$ cat src/rtl/fir_filter_param.sv
// fir_filter_param: parameterised direct-form FIR filter with run-time
// programmable coefficients and a two-stage pipeline (multiply, then sum).
//
// Build option: define FIR_SAT_EN to saturate out_data to all ones when the
// full-precision sum exceeds 2^OUT_W-1. Without it, out_data wraps to the
// low OUT_W bits of the sum. ovf behaves the same in both builds.
//
// Parameters:
//   TAPS   - number of taps (2..64)
//   DATA_W - unsigned sample width
//   COEF_W - unsigned coefficient width
//   OUT_W  - output width
// Ports:
//   clk        - clock, rising edge
//   reset      - asynchronous active-high reset
//   in_valid   - sample strobe, one sample accepted per edge when high
//   in_data    - unsigned input sample
//   coef_we    - coefficient write enable
//   coef_addr  - coefficient index (values >= TAPS are ignored)
//   coef_data  - coefficient value
//   out_valid  - single-cycle result strobe, two edges after acceptance
//   out_data   - filter result (wrapped or saturated)
//   ovf        - full-precision sum exceeded 2^OUT_W-1
//   out_primed - delay line holds TAPS accepted samples
module fir_filter_param #(
    parameter int unsigned TAPS   = 10,
    parameter int unsigned DATA_W = 4,
    parameter int unsigned COEF_W = 4,
    parameter int unsigned OUT_W  = 11
) (
    input  logic                     clk,
    input  logic                     reset,
    input  logic                     in_valid,
    input  logic [DATA_W-1:0]        in_data,
    input  logic                     coef_we,
    input  logic [$clog2(TAPS)-1:0]  coef_addr,
    input  logic [COEF_W-1:0]        coef_data,
    output logic                     out_valid,
    output logic [OUT_W-1:0]         out_data,
    output logic                     ovf,
    output logic                     out_primed
);

    localparam int unsigned AW    = $clog2(TAPS);
    localparam int unsigned PW    = DATA_W + COEF_W;
    localparam int unsigned ACC_W = PW + AW;
    localparam int unsigned FW    = $clog2(TAPS + 1);

    logic [DATA_W-1:0] x_q [TAPS];
    logic [DATA_W-1:0] x_d [TAPS];
    logic [COEF_W-1:0] c_q [TAPS];
    logic [COEF_W-1:0] c_d [TAPS];
    logic [PW-1:0]     p_q [TAPS];
    logic [PW-1:0]     p_d [TAPS];
    logic [ACC_W-1:0]  s_q;
    logic [ACC_W-1:0]  s_d;
    logic [FW-1:0]     fill_q;
    logic [FW-1:0]     fill_d;
    logic              primed_q;
    logic              primed_d;
    logic              acc_v_q;     // sample accepted at previous edge
    logic              p_v_q;       // products valid, sum due next edge
    logic              out_valid_q;

    // Delay line, coefficient bank and fill counter next state
    always_comb begin
        x_d    = x_q;
        c_d    = c_q;
        fill_d = fill_q;
        if (coef_we && (32'(coef_addr) < TAPS)) begin
            c_d[coef_addr] = coef_data;
        end
        if (in_valid) begin
            x_d[0] = in_data;
            for (int k = 1; k < int'(TAPS); k++) begin
                x_d[k] = x_q[k-1];
            end
            if (fill_q != FW'(TAPS)) begin
                fill_d = fill_q + FW'(1);
            end
        end
        primed_d = (fill_d == FW'(TAPS));
    end

    // Stage 1 products use the delay line and coefficients as updated at
    // the acceptance edge, so a same-edge coefficient write applies.
    always_comb begin
        for (int k = 0; k < int'(TAPS); k++) begin
            p_d[k] = PW'(c_q[k]) * PW'(x_q[k]);
        end
    end

    // Stage 2 full-precision adder tree
    always_comb begin
        s_d = '0;
        for (int k = 0; k < int'(TAPS); k++) begin
            s_d = s_d + ACC_W'(p_q[k]);
        end
    end

    // State registers
    always_ff @(posedge clk or posedge reset) begin
        if (reset) begin
            x_q         <= '{default: '0};
            c_q         <= '{default: '0};
            p_q         <= '{default: '0};
            s_q         <= '0;
            fill_q      <= '0;
            primed_q    <= 1'b0;
            acc_v_q     <= 1'b0;
            p_v_q       <= 1'b0;
            out_valid_q <= 1'b0;
        end else begin
            x_q         <= x_d;
            c_q         <= c_d;
            fill_q      <= fill_d;
            primed_q    <= primed_d;
            acc_v_q     <= in_valid;
            p_v_q       <= acc_v_q;
            out_valid_q <= p_v_q;
            if (acc_v_q) begin
                p_q <= p_d;
            end
            if (p_v_q) begin
                s_q <= s_d;
            end
        end
    end

    // Output decode of the stage-2 register; s_q only changes with
    // out_valid, so out_data and ovf hold between results.
    logic [OUT_W-1:0] s_wrap;
    logic             s_ovf;

    if (ACC_W > OUT_W) begin : g_wide
        assign s_ovf  = |s_q[ACC_W-1:OUT_W];
        assign s_wrap = s_q[OUT_W-1:0];
    end else begin : g_narrow
        assign s_ovf  = 1'b0;
        assign s_wrap = OUT_W'(s_q);
    end

`ifdef FIR_SAT_EN
    assign out_data = s_ovf ? '1 : s_wrap;
`else
    assign out_data = s_wrap;
`endif

    assign ovf        = s_ovf;
    assign out_valid  = out_valid_q;
    assign out_primed = primed_q;

endmodule
$ cat config.mk
export PLATFORM = sky130hd
export DESIGN_NAME = fir_filter_param
export DESIGN_NICKNAME = d
export VERILOG_FILES = /design/src/rtl/fir_filter_param.sv
export SDC_FILE = /design/constraint.sdc
export NUM_CORES = 1
export LEC_CHECK = 0
export ABC_CLOCK_PERIOD_IN_PS = 6400
export BUFFER_PORTS_ARGS = -buffer_cell sky130_fd_sc_hd__buf_2
export CAP_MARGIN = 20
export CORE_MARGIN = 2
export CORE_UTILIZATION = 25
export CTS_BUF_LIST = sky130_fd_sc_hd__clkbuf_4 sky130_fd_sc_hd__clkbuf_8
export CTS_CLUSTER_SIZE = 12
export DETAILED_ROUTE_END_ITERATION = 10
export PLACE_DENSITY = 0.41
export SYNTH_ARGS = -nofsm -noshare
export SYNTH_HDL_FRONTEND = slang
export SYNTH_SLANG_ARGS = --single-unit
export TNS_END_PERCENT = 20
$ cat constraint.sdc
create_clock -name clk -period 6.4 [get_ports clk]
set_input_delay 0 -clock clk [delete_from_list [all_inputs] [get_ports clk]]
set_output_delay 0 -clock clk [all_outputs]
set_load 0.05 [all_outputs]
==> results of run 1 <==
==> cell families after synthesis <==
family	after synthesis	synth area share
xor gates and xnor gates	45	0.0307
buffers and inverters	179	0.0528
AOI/OAI and AO/OA	138	0.0639
muxes	128	0.112
and+or+nand+nor	244	0.0941
adders and majority gates	242	0.295
DFF	180	0.351
==> critical path, cell delays in order (launching register included) <==
cell and delay, ns:
dfrtp_1 0.33, inv_1 0.06, fa_1 0.53, inv_1 0.06, fa_1 0.52, fa_1 0.52, fa_1 0.54, inv_1 0.05
fa_1 0.50, inv_1 0.04, ha_1 0.34, nor2b_4 0.15, o31a_1 0.28, o41a_1 0.36, o21a_1 0.20, o31ai_2 0.16
==> cell type report <==
type,count,area (sq um),area share
Clock inverter,13,150,0.0105
Multi-Input combinational cell,797,7640,0.536
Inverter,155,589,0.0413
Tap cell,680,851,0.0596
Clock buffer,19,255,0.0179
Sequential cell,180,4510,0.316
Timing Repair Buffer,40,265,0.0186
==> worst paths after layout <==
path                          start  endpoint  cells past startpoint
setup / recovery             p_q[3]    s_q[9]                     15
hold / removal             in_valid   acc_v_q                      2
setup reg to reg             p_q[3]    s_q[9]                     15
hold reg to reg              s_q[4]    s_q[4]                      1
max in group asynchronous     reset   c_q[13]                      5
min in group asynchronous     reset   c_q[39]                      3
==> routing by layer <==
metal | vias to the layer above | routed length, um | track usage
li1 | 3869 | - | -
met1 | 3907 | 15300 | 0.171
met2 | 58 | 12900 | 0.181
met3 | 39 | 644 | 0.0259
met4 | 0 | 720 | 0.0468
met5 | - | 0 | 0
==> sequential cells by signal, indices dropped and copies added (netlist names) <==
name	count
p_q	80
c_q	40
x_q	40
s_q	12
fill_q	4
acc_v_q	1
out_primed	1
out_valid	1
p_v_q	1
==> Yosys cell counts, types with 2 or more instances <==
| library cell | number |
|---|---|
| mux2i_1 | 3 |
| o21bai_1 | 7 |
| buf_2 | 4 |
| nand2_1 | 103 |
| a211oi_1 | 4 |
| nand3_1 | 13 |
| nand3b_1 | 4 |
| xor2_1 | 8 |
| ha_1 | 141 |
| nor2_1 | 24 |
| a21o_1 | 21 |
| o21a_1 | 2 |
| mux2_2 | 125 |
| and2_1 | 83 |
| buf_1 | 8 |
| clkbuf_1 | 12 |
| xnor2_1 | 37 |
| inv_1 | 154 |
| fa_1 | 101 |
| o21ai_0 | 43 |
| nand4_1 | 2 |
| dfrtp_1 | 180 |
| nor3_1 | 4 |
| a31o_2 | 4 |
| or3_1 | 2 |
| a21oi_1 | 50 |
| nand2b_1 | 5 |
==> per-stage QoR <==
step                      worst slack (ns)  hold slack, ns  instance area [sq um]
final                                 1.68          0.0758                  14300
after global routing                  1.47          0.0284                  14300
after CTS                             1.66          0.0104                  14200
after detailed placement              1.69           0.220                  13800
after global placement                1.70           0.215                  13800
after floorplan                       1.51          0.0314                  12800
==> what timing repair did <==
item | in CTS | in global routing
setup buffers | 0 | 0
hold buffers | 7 | 0
endpoints found under the hold margin | 117 | 0
==> impl_metrics.ini, run 1 <==
[route]
drt_iter0_markers = 393
wl_per_cell_um = 15.7
avgViaCountPerCell = 4.18
ant_nets = 0
wl_um = 29600
drc = 0
vias = 7873
drt_pass1_iterations = 4

[layout]
synthToLayoutAreaGrowth_pct = 11.2
final_cell_mix = dfrtp_1, inv_1, ha_1
drive_gt1_frac = 0.165
fillers = 5308
insertedDiodeCount = 0
final_common_cell = dfrtp_1
layoutNonFillerInstCount = 1884
final_core_util = 0.280
fin_nets = 1449

[synthesis]
async_flop_share = 1.00
synth_edf_count = 0
synth_ff_type = dfrtp_1
yosysTopAreaCellShare = 0.351
ys_warn_count = 0
yosysSeqAreaShare = 0.351
synth_nets = 1414
synth_area_sq_um = 12800
synth.distinct_cells = 39
syn_inst = 1156
synth.avg_cell_area_sq_um = 11.1
synth_seq_cells = 180
synthTopCellsByArea = dfrtp_1, fa_1, ha_1
yosysTopAreaCell = dfrtp_1

[floorplan]
fp.dieArea_sq_um = 53100
core_sq_um = 51000
io_pins = 30
die_width_um = 231
die_height_um = 231
rows = 83
start_util = 0.252

[cts]
cts_buffer_depth = 2
ctsResizeCount = 0
clk_pin_slew_worst_paths_ns = 0.10
cts_sinks = 180
cts_root_buf = clkbuf_8
cts_buffers = 17
cts_tree = yes
insertion_delay_ns = 0.56
htreeDepth = 4

[place]
place_inst = 1844
gp_congestion = 0.775
portBuffers = 29
place_hpwl_um = 22500

[grt]
overflow = 0
track_usage = 0.121
grt_pass1_vias = 8438
grt_pass1_wl_um = 48500
antenna_found_initial = 1
grt_start_max_net_pins = 107

[timing]
grt_setup_unrepaired = no
worst_pin_slew_ns = 0.795
drv_slew = 0
fin_crit_sh = 0.737
tns_ns = 0
setup_viol = 0
skew_ns = 0.0128
hold_violations = 0
min_period_ns = 4.72
max_freq_ghz = 0.212
slew_headroom = 0.470

[flow_run]
drv_cap = 0

[min_path]
hp-class = in2reg

[critical_path]
required_ns = 6.87
critPathKind = reg2reg
critPathCaptureType = flop
reg2reg_setup_slack_ns = 1.68
cp-start-kind = flop
critPathMaxFanout = 4
arrival_ns = 5.19

[status]
status = complete, no violations
Power of run 1 is left out: the tool's default activity adds up to more than one toggle a clock period on the data nets, which glitch-free logic cannot reach.
==> inputs of run 2 (changes only) <==
--- a/config.mk
+++ b/config.mk
@@ -5,7 +5,7 @@
 export SDC_FILE = /design/constraint.sdc
 export NUM_CORES = 1
 export LEC_CHECK = 0
-export ABC_CLOCK_PERIOD_IN_PS = 6400
+export ABC_CLOCK_PERIOD_IN_PS = 4300
 export BUFFER_PORTS_ARGS = -buffer_cell sky130_fd_sc_hd__buf_2
 export CAP_MARGIN = 20
 export CORE_MARGIN = 2
@@ -13,7 +13,7 @@
 export CTS_BUF_LIST = sky130_fd_sc_hd__clkbuf_4 sky130_fd_sc_hd__clkbuf_8
 export CTS_CLUSTER_SIZE = 12
 export DETAILED_ROUTE_END_ITERATION = 10
-export PLACE_DENSITY = 0.41
+export PLACE_DENSITY = 0.42
 export SYNTH_ARGS = -nofsm -noshare
 export SYNTH_HDL_FRONTEND = slang
 export SYNTH_SLANG_ARGS = --single-unit
==> constraint.sdc (replaced) <==
create_clock -name clk -period 4.3 [get_ports clk]
set_input_delay 0 -clock clk [delete_from_list [all_inputs] [get_ports clk]]
set_output_delay 0 -clock clk [all_outputs]
set_load 0.05 [all_outputs]
==> run 2 against run 1 <==
  * The flow now finishes with violations (negative setup slack)
  * Global-route usage fell by 0.37 points
  * Critical endpoint unchanged
  * Flip-flop and latch count unchanged
  * Worst hold slack gained 0.017 ns
  * Non-clock buffer count increased by 33
  * Final cell count up 1.7%
  * Die area unchanged
  * Critical path type unchanged
  * Clock skew is 0.0082 ns higher
  * Largest cell class unchanged
  * Via count rose by 2.1%
==> impl_metrics.ini, run 2 (same netlist as run 1, synthesis figures left out) <==
[critical_path]
path_buf_inv = 5
worst_path_dominant_cell_family = adder cells
critPathKind = reg2reg
arrival_ns = 4.94
crit_chain = inv_2 > fa_1 > inv_2 > fa_1 > fa_1 > inv_2 > fa_1 > inv_2 > fa_1 > inv_2 > fa_2 > nor2b_4 > o31a_1 > o41a_1 > o21a_1 > o31ai_2
critPathCaptureType = flop
required_ns = 4.71
cp-start-kind = flop
slowest_stage = fa_1
critPathMaxFanout = 3
slowest_delay_ns = 0.58

[layout]
reg_top3 = p_q: 80 flops, c_q: 40 flops, x_q: 40 flops
fillers = 5319
final_core_util = 0.285
largest_reg_flops = 80
synthToLayoutAreaGrowth_pct = 13.3
fin_area_sq_um = 14500
final_cell_mix = dfrtp_1, inv_1, ha_1
final_common_cell = dfrtp_1
top_register = p_q
regArea_sq_um = 4510
fin_nets = 1482
multi_input_area_sq_um = 7720
drive_gt1_frac = 0.204
insertedDiodeCount = 0

[timing]
grt_setup_unrepaired = yes
skew_ns = 0.0210
fin_ws_ns = -0.228
hold_violations = 0
setup_viol = 7
min_period_ns = 4.53
timing.hold.ws_ns = 0.0927
worst_pin_slew_ns = 0.809
slew_headroom = 0.461
max_freq_ghz = 0.221
drv_slew = 0
fin_crit_sh = 1.05

[cts]
insertion_delay_ns = 0.50
cts_root_buf = clkbuf_8
htreeDepth = 4
cts_tree = yes
cts_buffers = 17
clk_pin_slew_worst_paths_ns = 0.10
cts_buffer_depth = 2
cts_sinks = 180

[grt]
track_usage = 0.117
grt_pass1_vias = 8537
grt_start_max_net_pins = 121
overflow = 0
grt_pass1_wl_um = 48300
antenna_found_initial = 2

[floorplan]
start_util = 0.252
die_height_um = 231
io_pins = 30
die_width_um = 231
rows = 83
fp.dieArea_sq_um = 53100
core_sq_um = 51000

[route]
vias = 8035
wl_per_cell_um = 15.4
drt_iter0_markers = 282
drt_pass1_iterations = 4
drc = 0
wl_um = 29500
ant_nets = 0
avgViaCountPerCell = 4.19

[place]
gp_congestion = 0.754
place_hpwl_um = 22800
portBuffers = 29
dp_slack_ns = -0.387
place_area_sq_um = 14000

[status]
violations = negative setup slack
status = complete, but fails checks

[min_path]
hp-class = in2reg

[flow_run]
drv_cap = 0
==> run 2: cell count changes in the layout (fill, tap and decap cells not counted), moves of 4 or more <==
cell / previous run / this run
buf_4: 3 / 37
clkinvlp_4: 1 / 6
fa_1: 101 / 97
fa_2: 0 / 4
inv_1: 153 / 147
inv_2: 0 / 6
o21ai_0: 43 / 39
==> run 2: final timing paths <==
| check | from | to | slack [ns] | cells after the start |
|---|---|---|---|---|
| min in group asynchronous | reset | p_q[77] | 0.27 | 4 |
| setup / recovery | p_q[2] | s_q[9] | -0.23 | 16 |
| max in group asynchronous | reset | acc_v_q | 3.33 | 4 |
| hold / removal | coef_addr[1] | c_q[9] | 0.09 | 4 |
| setup reg to reg | p_q[2] | s_q[9] | -0.23 | 16 |
| hold reg to reg | s_q[4] | s_q[4] | 0.49 | 1 |
==> run 2: stage by stage <==
stage	cells	TNS [ns]
after global placement	1877	-2.09
after global routing	1916	-2.36
final	1916	-0.840
after floorplan	1156	-0.551
after detailed placement	1877	-2.28
after CTS	1914	-0.923
==> run 2: area by class of cell <==
type | count | share of cell area
flip-flops and latches | 180 | 0.310
clock buffers | 21 | 0.0186
multi-input cells | 797 | 0.531
repair buffers | 73 | 0.0346
clock inverters | 10 | 0.00706
inverters | 155 | 0.0403
well taps | 680 | 0.0585
==> run 2: timing repair <==
action	4_1_cts	5_1_grt
hold buffers	6	0
resized for setup	15	9
endpoints found under the hold margin	186	0
pin swaps	24	9
setup buffers	0	2
endpoints found under the setup margin	8	9
==> run 2: worst register-to-register path: stages, from the launching register on <==
cell,delay (ns)
dfrtp_1,0.35
inv_2,0.04
fa_1,0.54
inv_2,0.04
fa_1,0.50
fa_1,0.58
inv_2,0.04
fa_1,0.50
inv_2,0.04
fa_1,0.49
inv_2,0.08
fa_2,0.24
nor2b_4,0.05
o31a_1,0.26
o41a_1,0.36
o21a_1,0.19
o31ai_2,0.17
==> run 2: per-layer routing <==
layer	track usage	wire (um)	up-vias	part of all wire
met4	0.0274	361	0	0.012
li1	-	-	3934	-
met2	0.178	12900	57	0.44
met3	0.0256	804	14	0.027
met5	0	0	-	0
met1	0.170	15400	4030	0.52
Power of run 2 is left out for the same reason.
==> inputs of run 3 (changes only) <==
--- a/config.mk
+++ b/config.mk
@@ -11,9 +11,10 @@
 export CORE_MARGIN = 2
 export CORE_UTILIZATION = 25
 export CTS_BUF_LIST = sky130_fd_sc_hd__clkbuf_4 sky130_fd_sc_hd__clkbuf_8
+export CTS_CLUSTER_DIAMETER = 40
 export CTS_CLUSTER_SIZE = 12
 export DETAILED_ROUTE_END_ITERATION = 10
-export PLACE_DENSITY = 0.42
+export PLACE_DENSITY_LB_ADDON = 0.12
 export SYNTH_ARGS = -nofsm -noshare
 export SYNTH_HDL_FRONTEND = slang
 export SYNTH_SLANG_ARGS = --single-unit
==> run 3 against run 2 <==
  * The flow still finishes with violations (negative setup slack)
  * Worst hold slack worse by 0.039 ns
  * Clock skew is 0.0010 ns lower
  * Critical path depth stayed put
  * Register-to-register slack lost 0.06 ns
  * Setup slack worse by 0.058 ns
  * Global-route usage increased by 0.72 points
  * Final cell count about the same
  * Fmax down 1.3%
  * Non-clock buffer count unchanged
  * First-iteration DRC count fell by 7.8%
  * Largest cell class unchanged
==> impl_metrics.ini, run 3 (same netlist as run 1, synthesis figures left out) <==
[layout]
fin_area_sq_um = 14600
top_register = p_q
drive_gt1_frac = 0.195
largest_reg_flops = 80
fillers = 5279
final_cell_mix = dfrtp_1, inv_1, ha_1
fin_nets = 1482
synthToLayoutAreaGrowth_pct = 13.7
final_common_cell = dfrtp_1
insertedDiodeCount = 0
reg_top3 = p_q: 80 flops, c_q: 40 flops, x_q: 40 flops

[flow_run]
drv_cap = 0

[route]
drt_pass1_iterations = 4
wl_per_cell_um = 16.0
ant_nets = 0
drt_iter0_markers = 260
drc = 0
avgViaCountPerCell = 4.18
vias = 8017
wl_um = 30700

[floorplan]
rows = 83
die_height_um = 231
core_sq_um = 51000
die_width_um = 231
start_util = 0.252
io_pins = 30
fp.dieArea_sq_um = 53100

[cts]
cts_root_buf = clkbuf_8
clk_pin_slew_worst_paths_ns = 0.11
cts_sinks = 180
postCtsSetupRepairBufs = 0
cts_buffer_depth = 2
htreeDepth = 4
cts_tree = yes
insertion_delay_ns = 0.56
cts_buffers = 17

[critical_path]
slowest_stage = fa_1
worst_path_dominant_cell_family = adder cells
critPathMaxFanout = 3
required_ns = 4.79
path_buf_inv = 5
slowest_delay_ns = 0.57
crit_chain = inv_2 > fa_1 > inv_2 > fa_1 > fa_1 > inv_2 > fa_1 > inv_2 > fa_1 > inv_2 > fa_2 > nor2b_4 > o31a_1 > o41a_1 > o21a_1 > o31ai_2
critPathCaptureType = flop
critPathKind = reg2reg
reg2reg_setup_slack_ns = -0.29
cp-start-kind = flop
arrival_ns = 5.08

[place]
place_area_sq_um = 14000
gp_congestion = 0.758
place_hpwl_um = 23500
portBuffers = 29

[grt]
overflow = 0
antenna_found_initial = 0
grt_pass1_vias = 8630
grt_pass1_wl_um = 49900
track_usage = 0.125
grt_start_max_net_pins = 146

[timing]
worst_pin_slew_ns = 0.896
setup_viol = 8
min_period_ns = 4.59
hold_violations = 0
max_freq_ghz = 0.218
fin_crit_sh = 1.07
drv_slew = 0
skew_ns = 0.0199
slew_headroom = 0.403
fin_ws_ns = -0.287
grt_setup_unrepaired = yes

[status]
violations = negative setup slack
status = complete, but fails checks

[min_path]
hp-class = in2reg
[run 3: cell count changes in the layout (fill, tap and decap cells not counted), sizes merged]
cell,delta
buf,-4
bufinv,+2
clkbuf,-4
clkinv,+3
clkinvlp,-4
dlygate4sd3,+4
inv,+4
[run 3: layer usage]
metal | track usage | vias up | part of all wire
met5 | 0 | - | 0
met4 | 0.0438 | 0 | 0.018
met3 | 0.0271 | 24 | 0.025
met2 | 0.190 | 60 | 0.45
met1 | 0.174 | 3995 | 0.51
li1 | - | 3938 | -
[run 3: final timing paths]
check,from,end,depth (start not counted)
worst max-delay path,p_q[2],s_q[9],16
worst min-delay path,coef_data[2],c_q[34],2
worst max register to register,p_q[2],s_q[9],16
worst min register to register,s_q[4],s_q[4],1
max in group asynchronous,reset,acc_v_q,4
min in group asynchronous,reset,s_q[1],4
[run 3: cell type report]
cell class / count / area, sq um / area share
Inverter: 155 / 586 / 0.0402
Tap cell: 680 / 851 / 0.0583
Sequential cell: 180 / 4510 / 0.309
Multi-Input combinational cell: 797 / 7680 / 0.527
Clock buffer: 17 / 234 / 0.0160
Clock inverter: 15 / 194 / 0.0133
Timing Repair Buffer: 73 / 526 / 0.0360
[run 3: timing repair]
item,CTS,global route
pin swaps,5,3
hold buffers,10,0
endpoints found under the hold margin,194,0
resized for setup,11,4
endpoints found under the setup margin,8,9
[run 3: metrics by stage]
step                      std cells  setup TNS (ns)  hold slack (ns)  setup slack (ns)   util
after floorplan                1156          -0.551           0.0314            -0.215      -
after global placement         1875           -2.31            0.204            -0.389  0.275
after detailed placement       1875           -2.31            0.208            -0.381  0.275
after CTS                      1917           -1.61          0.00757            -0.323  0.286
after global routing           1917           -3.29           0.0232            -0.502  0.286
final                          1917           -1.37           0.0542            -0.287  0.286
Power of run 3 is left out for the same reason.
